--- src/rtl/port_pkg.sv ---
// Shared constants for the burst master port: default widths and FSM state encodings.
package port_pkg;

  localparam int unsigned DefaultAw         = 32;
  localparam int unsigned DefaultDw         = 32;
  localparam int unsigned DefaultBcw        = 4;
  localparam int unsigned DefaultWfifoDepth = 8;

  localparam logic [2:0] StIdle   = 3'd0;
  localparam logic [2:0] StRdReq  = 3'd1;
  localparam logic [2:0] StRdData = 3'd2;
  localparam logic [2:0] StWrReq  = 3'd3;
  localparam logic [2:0] StDone   = 3'd4;

endpackage

--- src/rtl/sync_fifo.sv ---
// Single-clock FIFO with a separate occupancy count so full and empty stay distinct.
module sync_fifo #(
  parameter int unsigned WIDTH = 32,
  parameter int unsigned DEPTH = 8
) (
  input  logic             clk,
  input  logic             rst,
  input  logic             push,
  input  logic [WIDTH-1:0] wdata,
  input  logic             pop,
  output logic [WIDTH-1:0] rdata,
  output logic             full,
  output logic             empty
);

  localparam int unsigned PtrW = $clog2(DEPTH);
  localparam logic [PtrW:0] FullCount = DEPTH[PtrW:0];

  logic [WIDTH-1:0] mem_q [DEPTH];
  logic [PtrW-1:0]  wr_ptr_q, wr_ptr_d, rd_ptr_q, rd_ptr_d;
  logic [PtrW:0]    count_q, count_d;
  logic             do_push, do_pop;

  assign full    = (count_q == FullCount);
  assign empty   = (count_q == '0);
  assign do_push = push & ~full;
  assign do_pop  = pop & ~empty;
  assign rdata   = mem_q[rd_ptr_q];

  always_comb begin
    wr_ptr_d = do_push ? wr_ptr_q + PtrW'(1) : wr_ptr_q;
    rd_ptr_d = do_pop ? rd_ptr_q + PtrW'(1) : rd_ptr_q;
    count_d  = count_q + {{PtrW{1'b0}}, do_push} - {{PtrW{1'b0}}, do_pop};
  end

  always_ff @(posedge clk) begin
    if (!rst) begin
      wr_ptr_q <= '0;
      rd_ptr_q <= '0;
      count_q  <= '0;
    end else begin
      wr_ptr_q <= wr_ptr_d;
      rd_ptr_q <= rd_ptr_d;
      count_q  <= count_d;
    end
  end

  always_ff @(posedge clk) begin
    if (do_push) mem_q[wr_ptr_q] <= wdata;
  end

endmodule

--- src/rtl/burst_master_port.sv ---
// CPU-side command/data port driving an Avalon-style burst master, with a buffered write path.
module burst_master_port
  import port_pkg::*;
#(
  parameter int unsigned AW          = DefaultAw,
  parameter int unsigned DW          = DefaultDw,
  parameter int unsigned BCW         = DefaultBcw,
  parameter int unsigned WFIFO_DEPTH = DefaultWfifoDepth
) (
  input  logic            clk,
  input  logic            rst,
  input  logic            cmd_valid,
  output logic            cmd_ready,
  input  logic            cmd_write,
  input  logic [AW-1:0]   cmd_addr,
  input  logic [DW/8-1:0] cmd_be,
  input  logic [BCW-1:0]  cmd_burst,
  input  logic            wr_valid,
  output logic            wr_ready,
  input  logic [DW-1:0]   wr_data,
  output logic            rd_valid,
  output logic [DW-1:0]   rd_data,
  output logic            rd_last,
  output logic            done,
  output logic            err,
  output logic            m_read,
  output logic            m_write,
  output logic [AW-1:0]   m_addr,
  output logic [DW/8-1:0] m_be,
  output logic [BCW-1:0]  m_burst,
  output logic [DW-1:0]   m_wdata,
  input  logic            m_waitrequest,
  input  logic            m_rvalid,
  input  logic [DW-1:0]   m_rdata
);

  logic [2:0]      state_q, state_d;
  logic [BCW-1:0]  cnt_q, cnt_d;
  logic [AW-1:0]   addr_q, addr_d;
  logic [DW/8-1:0] be_q, be_d;
  logic [BCW-1:0]  burst_q, burst_d;
  logic [DW-1:0]   rd_data_q, rd_data_d;
  logic            m_read_q, m_read_d;
  logic            rd_valid_q, rd_valid_d, rd_last_q, rd_last_d;
  logic            done_q, done_d, err_q, err_d;
  logic            init_q;
  logic            fifo_full, fifo_empty;
  logic [DW-1:0]   fifo_head;
  logic            accept, rd_phase, rd_beat, wr_xfer;

  // init_q keeps the ready outputs low during the reset cycle itself.
  assign cmd_ready = init_q & (state_q == StIdle);
  assign wr_ready  = init_q & ~fifo_full;
  assign accept    = cmd_valid & cmd_ready;
  assign m_write   = (state_q == StWrReq) & ~fifo_empty;
  assign m_wdata   = m_write ? fifo_head : '0;
  assign wr_xfer   = m_write & ~m_waitrequest;
  assign rd_phase  = (state_q == StRdReq) | (state_q == StRdData);
  assign rd_beat   = m_rvalid & rd_phase;

  assign m_read   = m_read_q;
  assign m_addr   = addr_q;
  assign m_be     = be_q;
  assign m_burst  = burst_q;
  assign rd_valid = rd_valid_q;
  assign rd_data  = rd_data_q;
  assign rd_last  = rd_last_q;
  assign done     = done_q;
  assign err      = err_q;

  sync_fifo #(
    .WIDTH (DW),
    .DEPTH (WFIFO_DEPTH)
  ) u_wfifo (
    .clk   (clk),
    .rst   (rst),
    .push  (wr_valid & wr_ready),
    .wdata (wr_data),
    .pop   (wr_xfer),
    .rdata (fifo_head),
    .full  (fifo_full),
    .empty (fifo_empty)
  );

  always_comb begin
    state_d    = state_q;
    cnt_d      = cnt_q;
    addr_d     = addr_q;
    be_d       = be_q;
    burst_d    = burst_q;
    m_read_d   = m_read_q;
    rd_valid_d = 1'b0;
    rd_last_d  = 1'b0;
    rd_data_d  = rd_data_q;
    // Stray read data outside a read burst is dropped and flagged.
    err_d      = m_rvalid & ~rd_phase;

    unique case (state_q)
      StIdle: begin
        if (accept) begin
          if (cmd_burst == '0) begin
            err_d = 1'b1;
          end else begin
            addr_d  = cmd_addr;
            be_d    = cmd_be;
            burst_d = cmd_burst;
            cnt_d   = cmd_burst;
            if (cmd_write) begin
              state_d = StWrReq;
            end else begin
              state_d  = StRdReq;
              m_read_d = 1'b1;
            end
          end
        end
      end
      StRdReq: begin
        if (!m_waitrequest) begin
          m_read_d = 1'b0;
          state_d  = StRdData;
        end
      end
      StRdData: ;
      StWrReq: begin
        if (wr_xfer) begin
          cnt_d = cnt_q - BCW'(1);
          if (cnt_q == BCW'(1)) state_d = StDone;
        end
      end
      StDone:  state_d = StIdle;
      default: state_d = StIdle;
    endcase

    if (rd_beat) begin
      rd_valid_d = 1'b1;
      rd_data_d  = m_rdata;
      cnt_d      = cnt_q - BCW'(1);
      if (cnt_q == BCW'(1)) begin
        rd_last_d = 1'b1;
        m_read_d  = 1'b0;
        state_d   = StDone;
      end
    end

    done_d = (state_d == StDone) & (state_q != StDone);
  end

  always_ff @(posedge clk) begin
    if (!rst) begin
      state_q    <= StIdle;
      cnt_q      <= '0;
      addr_q     <= '0;
      be_q       <= '0;
      burst_q    <= '0;
      rd_data_q  <= '0;
      m_read_q   <= 1'b0;
      rd_valid_q <= 1'b0;
      rd_last_q  <= 1'b0;
      done_q     <= 1'b0;
      err_q      <= 1'b0;
      init_q     <= 1'b0;
    end else begin
      state_q    <= state_d;
      cnt_q      <= cnt_d;
      addr_q     <= addr_d;
      be_q       <= be_d;
      burst_q    <= burst_d;
      rd_data_q  <= rd_data_d;
      m_read_q   <= m_read_d;
      rd_valid_q <= rd_valid_d;
      rd_last_q  <= rd_last_d;
      done_q     <= done_d;
      err_q      <= err_d;
      init_q     <= 1'b1;
    end
  end

endmodule

--- config.mk ---
export PLATFORM = sky130hd
export DESIGN_NAME = burst_master_port
export DESIGN_NICKNAME = d
export VERILOG_FILES = /design/src/rtl/port_pkg.sv /design/src/rtl/sync_fifo.sv /design/src/rtl/burst_master_port.sv
export SDC_FILE = /design/constraint.sdc
export NUM_CORES = 1
export LEC_CHECK = 0
export CORE_ASPECT_RATIO = 1.25
export CORE_UTILIZATION = 55
export CTS_CLUSTER_DIAMETER = 150
export DETAILED_ROUTE_END_ITERATION = 16
export DONT_BUFFER_PORTS = 1
export PLACE_DENSITY = 0.7
export RECOVER_POWER = 25
export REMOVE_ABC_BUFFERS = 1
export SLEW_MARGIN = 20
export SYNTH_ARGS = -nofsm -noshare
export SYNTH_HDL_FRONTEND = slang
export SYNTH_SLANG_ARGS = --single-unit
--- constraint.sdc ---
create_clock -name clk -period 4 [get_ports clk]
set_clock_uncertainty 0.05 [all_clocks]
set_input_delay 0.6 -clock clk [delete_from_list [all_inputs] [get_ports clk]]
set_output_delay 0.6 -clock clk [all_outputs]
set_load 0.01 [all_outputs]
==> run metrics, run 1 <==
status finished, final reports clean; Hold Path Stages 0; WP data required 3.35 ns; capture endpoint of the worst hold path init_q; final weighted congestion in routability-driven placement 0.786; summed negative setup slack over all endpoints 0 ns; DIE AREA 25200 µm²; Routed WL 25900 µm; I/O pin total about 220; ratio of routed vias to standard cells 5.85; Cell Chain, Critical Path buf_4, mux4_2, mux2i_1, nor2_1; Core Rows 63; CTS Hold Bufs 0; number of buffers created by CTS 34; total congestion overflow after global routing 0; worst hold start rst; Clock Root Buffer clkbuf_16; final count of pins violating max slew 0; ratio of cells with drive above 1 in the final layout between 10% and 20%; unrepaired setup endpoints after global routing no; worst slew margin relative to its limit around 28%; count of cell types in the netlist 48; drt wl/cell between 20 and 25 µm; Syn Inst Count 875; slowest cell on the critical path dfxtp_4; first-iteration detailed-routing DRC count 426; maximum vdd ir drop about 0.32 mV; number of synthesized flops with an enable pin 256; count of final hold-check violations 0; Max clock buf depth 3; warning count from the yosys run 0; # diodes 0; total leakage power 4.69 nW; layout overhead on the synthesized area 10.6%; Final ANT Viol Nets 0; half-perimeter wire length after placement 15600 µm; mean post-synth cell area 15.5 µm²; async set-or-reset flop fraction in the synthesized netlist 0%; reg-to-reg critical path startpoint state_q[1]; final critical-path required period about 3.1 ns; height of the die 177 µm; maximum number of pins on one net before global-route repair 75; post-synthesis sequential area ratio between 70% and 80%; type of destination of the critical path output port; Clock Pin Slew Worst Setup and Hold Paths 0.06 ns; Top FF cell, synth edfxtp_1; net switching power of the design 1.57 mW; Floorplan Core Area 24000 µm²; capture point of the worst reg-to-reg path u_wfifo.count_q[1]; Post-Syn Area 13500 µm²; WP data arrival 2.49 ns; Yosys top cell by area edfxtp_1; Global Route met1 Usage 24.0%; TritonCTS clock tree done; Worst-Skew Late Latency 0.50 ns; library cell with the highest instance count after synthesis edfxtp_1; critical path launch point type flip-flop; total via count in the routed design 7181; # Max-Cap Violations 0; Gates resized, CTS repair 0; vias in the first global route 7480; clk sink count 354; M2 GR Usage 36.9%; busiest layer in global routing met2; flops & latches, synth 354; global-route wire length before repair roughly 40000 µm; highest cell delay on the worst timing path roughly 0.71 ns; portion of total power attributed to sequential cells 54.6%; Clock Power Share between 40% and 50%; effective utilization at floorplan roughly 56%; total DRC errors in the routed layout 0; Net Sw Frac between 20% and 30%; sequential cell area in the final layout 9660 µm²; highest attainable clock frequency 318 MHz; number of antenna violations at the first check in global routing 0; top area cells in the synthesized netlist edfxtp_1 57%, dfxtp_1 15%, mux4_2 11%, nand2_1 4.3%, a21oi_1 3.0%; critical path class flip-flop to output port; proportion of power drawn by combinational gates 5.1%; Final setup viols 0; Worst Tran Pin Value 1.08 ns; met3 capacity usage during global routing 6.45%; CP Max Fanout 29; 1st-pass router iterations 5; Pint 6.02 mW; Worst R2R Path Depth 7; power density over the cells 508 nW/µm²; number of setup buffers added after CTS 0; share of Yosys cell area claimed by the top area cell type a little under three fifths; ratio of final minimum period to clock period 78.6%; setup slack, reg-to-reg 1.34 ns; worst min-delay path category primary input to flip-flop; DIE WIDTH 142 µm; Port Buffers 0; number of nets in the layout approximately 1.0k; H-tree levels 2; area taken by multi-input logic gates 3630 µm²; Synth top cells by count 256 x edfxtp_1, 155 x nand2_1, 98 x dfxtp_1; Final Hold Slack 0.0699 ns; fill cell total of the finished layout ~1.8k; total global-route track usage 20.9%
routing by layer:
metal,vias to the layer above,part of all wire (%)
met1,3564,37
met3,40,9.5
met2,329,51
li1,3248,-
met4,0,2.2
met5,-,0
final cells by class:
type / count / area share (%)
Tap cell: 325 / 2.72
Sequential cell: 354 / 64.6
Multi-Input combinational cell: 461 / 24.3
Clock inverter: 11 / 0.310
Inverter: 11 / 0.276
Timing Repair Buffer: 16 / 0.803
Clock buffer: 50 / 7.00
cells in the final DEF (no fill, tap or decap), types with 2 or more instances in the layout:
master,Yosys,layout
a21o_1,2,2
mux2i_1,34,34
xor2_1,2,2
dfxtp_2,0,2
o21ai_0,2,2
nor2_1,63,57
nor2_4,0,6
ha_1,10,10
o32ai_1,2,2
nor3_1,5,3
inv_1,10,11
dfxtp_1,98,95
buf_4,2,16
nor3b_1,2,2
nand2b_1,5,5
clkinv_1,1,6
mux4_2,64,64
clkinv_2,0,4
clkbuf_1,18,7
nand3b_1,2,2
edfxtp_1,256,256
a21oi_1,81,81
clkbuf_16,0,38
and2_1,3,3
clkbuf_8,0,5
a311oi_1,2,2
xnor2_1,3,3
nand2_1,155,155
nor3_2,0,2
nand3_1,3,3
state kept, by name, summed over array words and instances, names as in the netlist, named ones only:
signal	count
cnt_q	4
done	1
err	1
init_q	1
m_addr	32
m_be	4
m_burst	4
m_read	1
rd_data	32
rd_last	1
rd_valid	1
state_q	3
u_wfifo.count_q	4
u_wfifo.mem_q	256
u_wfifo.rd_ptr_q	3
u_wfifo.wr_ptr_q	3
cell families (layout without fill, tap and decap cells):
family / count (synthesis) / in the layout / synth area share (%)
buffers and inverters: 60 / 88 / 2.17
XOR/XNOR: 5 / 5 / 0.324
flip-flops: 354 / 354 / 71.4
adder cells (fa/ha/maj): 11 / 11 / 1.07
multiplexers: 98 / 98 / 13.2
AO/OA/AOI/OAI: 101 / 101 / 4.39
AND/OR/NAND/NOR: 246 / 246 / 7.51
stage by stage:
| step | power (mW) | cell area [µm²] | utilization, % | cells | setup WS [ns] |
|---|---|---|---|---|---|
| floorplan | 4.49 | 13300 | - | 826 | -0.250 |
| global placement | 4.58 | 13900 | 57.8 | 1167 | 1.29 |
| detailed placement | 4.61 | 13900 | 57.8 | 1167 | 1.31 |
| CTS | 7.65 | 15000 | 62.4 | 1228 | 0.755 |
| global route | 7.84 | 15000 | 62.4 | 1228 | 0.699 |
| finish | 7.59 | 15000 | 62.4 | 1228 | 0.857 |
critical path, delay by kind of cell, from the launching register on:
family	cells	cell delay, ns
multiplexers	2	0.78
AND/OR/NAND/NOR	1	0.12
buffers and inverters	1	0.38
flip-flops	1	0.71
power groups by stage:
stage	logic (mW)	registers [mW]	clock network, mW
3_3_place_gp	0.364	4.21	0
2_1_floorplan	0.291	4.20	0
5_1_grt	0.433	4.15	3.26
4_1_cts	0.390	4.14	3.12
6_report	0.389	4.14	3.06
3_5_place_dp	0.388	4.22	0
worst max path at each step:
stage                     slack (ns)     endpoint  depth (start not counted)  startpoint
after CTS                       0.75  m_wdata[15]                          4   flip-flop
after global placement          1.29  m_wdata[15]                          4   flip-flop
final                           0.86  m_wdata[15]                          4   flip-flop
after detailed placement        1.31  m_wdata[15]                          4   flip-flop
after global routing            0.70  m_wdata[15]                          4   flip-flop
after floorplan                -0.25   m_wdata[0]                          3   flip-flop
No activity file was read; power rests on OpenSTA's default activity.
==> run 2: changes to the inputs <==
Settings changed: PLACE_DENSITY 0.7 to 0.67.
Clock period 4 ns to 2.9 ns, I/O delays scaled along.
==> run metrics, run 2 (same netlist as run 1, synthesis figures left out) <==
vias in the first global route roughly 7.9k; layout overhead on the synthesized area 16.1%; summed negative setup slack over all endpoints 0 ns; Pint 8.48 mW; Final Hold Slack 0.0165 ns; critical path launch point type flip-flop; Floorplan Core Area 24000 µm²; Worst R2R Path Depth 6; Core Rows 63; number of antenna violations at the first check in global routing 2; DIE AREA 25200 µm²; WP data required ~2.4 ns; Clock Pin Slew Worst Setup and Hold Paths 0.06 ns; commonest non-fill, non-tap cell in the layout edfxtp_1; final weighted congestion in routability-driven placement 0.846; type of destination of the critical path output port; critical path class flip-flop to output port; I/O pin total between 200 and 250; Worst-Skew Late Latency 0.50 ns; power density over the cells 685 nW/µm²; highest cell delay on the worst timing path 0.55 ns; reg-to-reg critical path startpoint u_wfifo.count_q[2]; status finished, final reports clean; unrepaired setup endpoints after global routing no; final count of pins violating max slew 0; Net Sw Frac 21.1%; worst slew margin relative to its limit 48.5%; slowest cell on the critical path mux4_2; highest attainable clock frequency between 300 and 400 MHz; worst hold start m_rdata[12]; DIE WIDTH 142 µm; Clock Power Share 40.9%; most flop-heavy register u_wfifo.mem_q; total global-route track usage 22.1%; total power consumption of the routed design 10.8 mW; WP data arrival 2.18 ns; portion of total power attributed to sequential cells a little over half; drt wl/cell around 21 µm; Final ANT Viol Nets 0; TritonCTS clock tree done; net switching power of the design 2.27 mW; half-perimeter wire length after placement roughly 16000 µm; H-tree levels 2; Hold Path Stages 2; ratio of final minimum period to clock period just over 90%; number of nets in the layout about 1.1k; worst min-delay path category primary input to flip-flop; maximum number of pins on one net before global-route repair 65; pre-CTS setup slack 0.490 ns; max reg flops 256; Final setup viols 0; Routed WL roughly 27000 µm; clk sink count 354; placed instance count between 1k and 1.5k; height of the die 177 µm; final critical-path required period 2.66 ns; ratio of routed vias to standard cells 5.79; global-route wire length before repair 41900 µm; setup slack, reg-to-reg 0.49 ns; Port Buffers 0; Clock Root Buffer clkbuf_16; Worst Tran Pin Value between 0.7 and 0.8 ns; first-iteration detailed-routing DRC count 586; smallest setup slack after layout ~0.24 ns; number of non-filler instances in the completed layout 1298; proportion of power drawn by combinational gates under 10%; number of buffers created by CTS 35; Max clock buf depth 3; 1st-pass router iterations 5; effective utilization at floorplan 56.4%; Gates resized, CTS repair 0; total congestion overflow after global routing 0; total via count in the routed design 7509; count of final hold-check violations 0; maximum vdd ir drop 0.426 mV; total leakage power 5.01 nW; total DRC errors in the routed layout 0; CP Max Fanout 12; Cell Chain, Critical Path buf_4, mux4_2, mux2i_1, nor2_1; most frequent cells in the layout 256 x edfxtp_1, 155 x nand2_1, 95 x dfxtp_1, 81 x a21oi_1, 64 x mux4_2; # Max-Cap Violations 0; ratio of cells with drive above 1 in the final layout 16.4%
run 2: final cells by class:
cell class,instances,area (µm²)
Antenna cell,1,2.50
Clock buffer,53,1070
Clock inverter,9,68.8
Fill cell,1691,8260
Inverter,11,41.3
Multi-Input combinational cell,461,3630
Sequential cell,354,9660
Tap cell,325,407
Timing Repair Buffer,84,828
run 2: stage by stage:
step,cell area [µm²],util (%)
2_1_floorplan,13300,-
3_3_place_gp,14000,58.4
3_5_place_dp,14000,58.4
4_1_cts,15700,65.5
5_1_grt,15700,65.5
6_report,15700,65.5
run 2: worst max-delay path, delay by kind of cell, from the launching register on:
kind                   cells  cell delay, ns
flip-flops                 1            0.49
AND/OR/NAND/NOR            1            0.11
multiplexers               2            0.76
buffers and inverters      1            0.31
run 2: path summary, 6_finish.rpt:
| check | endpoint |
|---|---|
| min | rd_data[12] |
| max reg2reg | u_wfifo.mem_q[4][14] |
| min reg2reg | cnt_q[3] |
| max | m_wdata[27] |
run 2: repair_timing:
item / 4_1_cts / 5_1_grt
endpoints found under the hold margin: 282 / 0
buffers inserted: 0 / 1
hold buffers: 56 / 0
setup endpoints to repair: 0 / 2
run 2: power groups by stage:
stage | Sequential, mW | Combinational [mW] | Clock, mW
2_1_floorplan | 5.80 | 0.401 | 0
3_3_place_gp | 5.81 | 0.519 | 0
3_5_place_dp | 5.82 | 0.551 | 0
4_1_cts | 5.71 | 0.657 | 4.48
5_1_grt | 5.72 | 0.721 | 4.66
6_report | 5.71 | 0.651 | 4.40
run 2: per-layer routing:
| layer | track usage (%) | vias up | wire length (µm) |
|---|---|---|---|
| li1 | - | 3399 | - |
| met1 | 26.1 | 3787 | 10500 |
| met2 | 39.1 | 268 | 14100 |
| met3 | 5.37 | 53 | 1890 |
| met4 | 7.84 | 2 | 734 |
| met5 | 0 | - | 10 |
==> run 3: changes to the inputs <==
Settings changed: CORE_UTILIZATION 55 to 45, PLACE_DENSITY 0.67 to 0.57, SYNTH_HIERARCHICAL set to 1.
==> run metrics, run 3 <==
1st-pass router iterations 4; critical path launch point type flip-flop; path length in cells of the critical path 4; highest cell delay on the worst timing path 0.60 ns; Worst-Skew Late Latency 0.50 ns; clk sink count 354; H-tree levels 2; Core Rows 71; top area cells in the synthesized netlist edfxtp_1 55%, dfxtp_1 14%, mux4_1 7.6%, nand2_1 4.3%, mux4_2 3.9%; final count of pins violating max slew 0; TritonCTS clock tree done; reg-to-reg critical path startpoint u_wfifo/count_q[2]; total global-route track usage 18.7%; Clock Root Buffer clkbuf_16; summed negative setup slack over all endpoints 0 ns; number of buffers created by CTS 35; critical path class flip-flop to output port; maximum vdd ir drop 0.466 mV; CP Max Fanout 10; mean post-synth cell area 15.6 µm²; Final setup viols 0; total DRC errors in the routed layout 0; type of destination of the critical path output port; # Max-Cap Violations 0; I/O pin total 223; height of the die 198 µm; global-route wire length before repair approximately 45000 µm; ratio of routed vias to standard cells 5.42; Routed WL 29400 µm; WP data arrival roughly 2.2 ns; number of synthesized flops with an enable pin 256; Non-Filler Cell Area, Final ~16000 µm²; vias in the first global route 8100; setup slack, reg-to-reg 0.22 ns; sequential cell area in the final layout ~9700 µm²; final weighted congestion in routability-driven placement 0.801; flops & latches, synth between 300 and 400; total via count in the routed design around 7.6k; Synth top cells by count 256 x edfxtp_1, 161 x nand2_1, 98 x dfxtp_1; Syn Inst Count a little under 900; max reg flops between 200 and 300; worst min-delay path category primary input to flip-flop; total leakage power 5.34 nW; end of the critical path m_wdata[26]; area taken by multi-input logic gates ~4000 µm²; Max clock buf depth 3; layout overhead on the synthesized area 17.8%; power density over the cells 665 nW/µm²; library cell with the highest instance count after synthesis edfxtp_1; highest attainable clock frequency 367 MHz; warning count from the yosys run 6; effective utilization at floorplan 46.0%; Floorplan Core Area 30200 µm²; capture point of the worst reg-to-reg path u_wfifo/count_q[2]; status finished, final reports clean; final standard cell utilization of the core a little over half; async set-or-reset flop fraction in the synthesized netlist 0%; ratio of final minimum period to clock period 94.0%; unrepaired setup endpoints after global routing no; count of cell types in the netlist 50; Port Buffers 0; number of nets in the layout 1096; worst slew margin relative to its limit a little under three fifths; share of Yosys cell area claimed by the top area cell type between 50% and 60%; Final ANT Viol Nets 0; number of antenna violations at the first check in global routing 2; Clock Pin Slew Worst Setup and Hold Paths roughly 0.060 ns; count of final hold-check violations 0; Yosys top cell by area edfxtp_1; post-synthesis sequential area ratio 69.4%; DIE AREA 31600 µm²; total congestion overflow after global routing 0; most frequent cells in the layout 256 x edfxtp_1, 160 x nand2_1, 95 x dfxtp_1, 73 x a21oi_1, 69 x dlygate4sd3_1; Worst Tran Pin Value 0.659 ns; fill cell total of the finished layout 2473; most flop-heavy register u_wfifo/mem_q; WP data required 2.41 ns; Top FF cell, synth edfxtp_1; Bufs and invs on worst path 1; Post-Syn Area 13900 µm²; commonest non-fill, non-tap cell in the layout edfxtp_1; first-iteration detailed-routing DRC count about 370; Worst R2R Path Depth 13; drt wl/cell 21.0 µm; final critical-path required period 2.72 ns; slowest cell on the critical path mux4_1; instance area at placement 14600 µm²; family with the most delay on the worst path multiplexers; DIE WIDTH 159 µm; half-perimeter wire length after placement about 18000 µm; ratio of cells with drive above 1 in the final layout 15.2%; Final Hold Slack 0.0198 ns; Cell Chain, Critical Path buf_4, mux4_1, mux2_2, and2_1; maximum number of pins on one net before global-route repair between 60 and 70
-- run 3: changes by cell type after synthesis, moves of 11 or more --
cell	previous run	this run
and2_1	3	40
clkbuf_1	18	29
mux2_2	0	32
mux2i_1	34	10
mux4_1	0	40
mux4_2	64	24
nor2_1	63	14
-- run 3: worst min-delay path by stage --
stage / startpoint / to / slack (ns) / depth (start not counted)
final: cmd_addr[5] / m_addr[5] / 0.02 / 2
after global routing: cmd_addr[5] / m_addr[5] / 0.0001 / 2
after CTS: cmd_addr[4] / m_addr[4] / 0.0001 / 2
after detailed placement: rst / init_q / 0.42 / 0
after global placement: rst / init_q / 0.42 / 0
after floorplan: u_wfifo/rd_ptr_q[1] / flip-flop / 0.41 / 2
-- run 3: cell families (layout without fill, tap and decap cells) --
| logic type | Yosys count | after routing | share of synthesized area, % |
|---|---|---|---|
| adders and majority gates | 11 | 11 | 1.03 |
| muxes | 106 | 106 | 14.8 |
| buffers and inverters | 63 | 169 | 2.18 |
| and+or+nand+nor | 257 | 257 | 8.43 |
| AOI/OAI and AO/OA | 98 | 98 | 3.99 |
| xor gates and xnor gates | 3 | 3 | 0.189 |
| other | 0 | 2 | 0 |
| DFF | 354 | 354 | 69.4 |
-- run 3: through the flow --
step           power, mW  worst slack (ns)  instances
3_3_place_gp        6.52             0.221       1269
6_report            10.9             0.175       1401
5_1_grt             11.3            0.0161       1400
3_5_place_dp        6.53             0.200       1269
2_1_floorplan       6.29             -2.12        840
4_1_cts             11.0            0.0977       1398
-- run 3: area by class of cell --
| class | instances | area share (%) |
|---|---|---|
| diodes | 2 | 0.0306 |
| clock buffers | 44 | 5.68 |
| clock inverters | 16 | 0.963 |
| inverters | 11 | 0.252 |
| multi-input cells | 475 | 24.5 |
| flip-flops and latches | 354 | 59.0 |
| well taps | 401 | 3.06 |
| repair buffers | 98 | 6.56 |
-- run 3: per-layer routing --
metal  part of all wire, %  routed length (µm)  global-route usage, %
met1                    38               11300                   20.5
met2                    53               15500                   35.0
met3                   6.4                1900                   4.77
met4                   2.4                 694                   6.30
met5                     0                   0                      0
-- run 3: power by group --
group	leakage, nW	internal (mW)	total, mW	switching, mW
Sequential	3.11	5.63	5.75	0.124
Clock	0.531	2.54	4.36	1.82
Combinational	1.69	0.361	0.784	0.424
-- run 3: repair_timing --
action                     CTS  global route
setup endpoints to repair   10             1
setup buffers                1             0
hold endpoints to repair   294             1
resized for setup            1             2
gates cloned                 0             0
hold buffers                68             1
pin swaps                    0             0
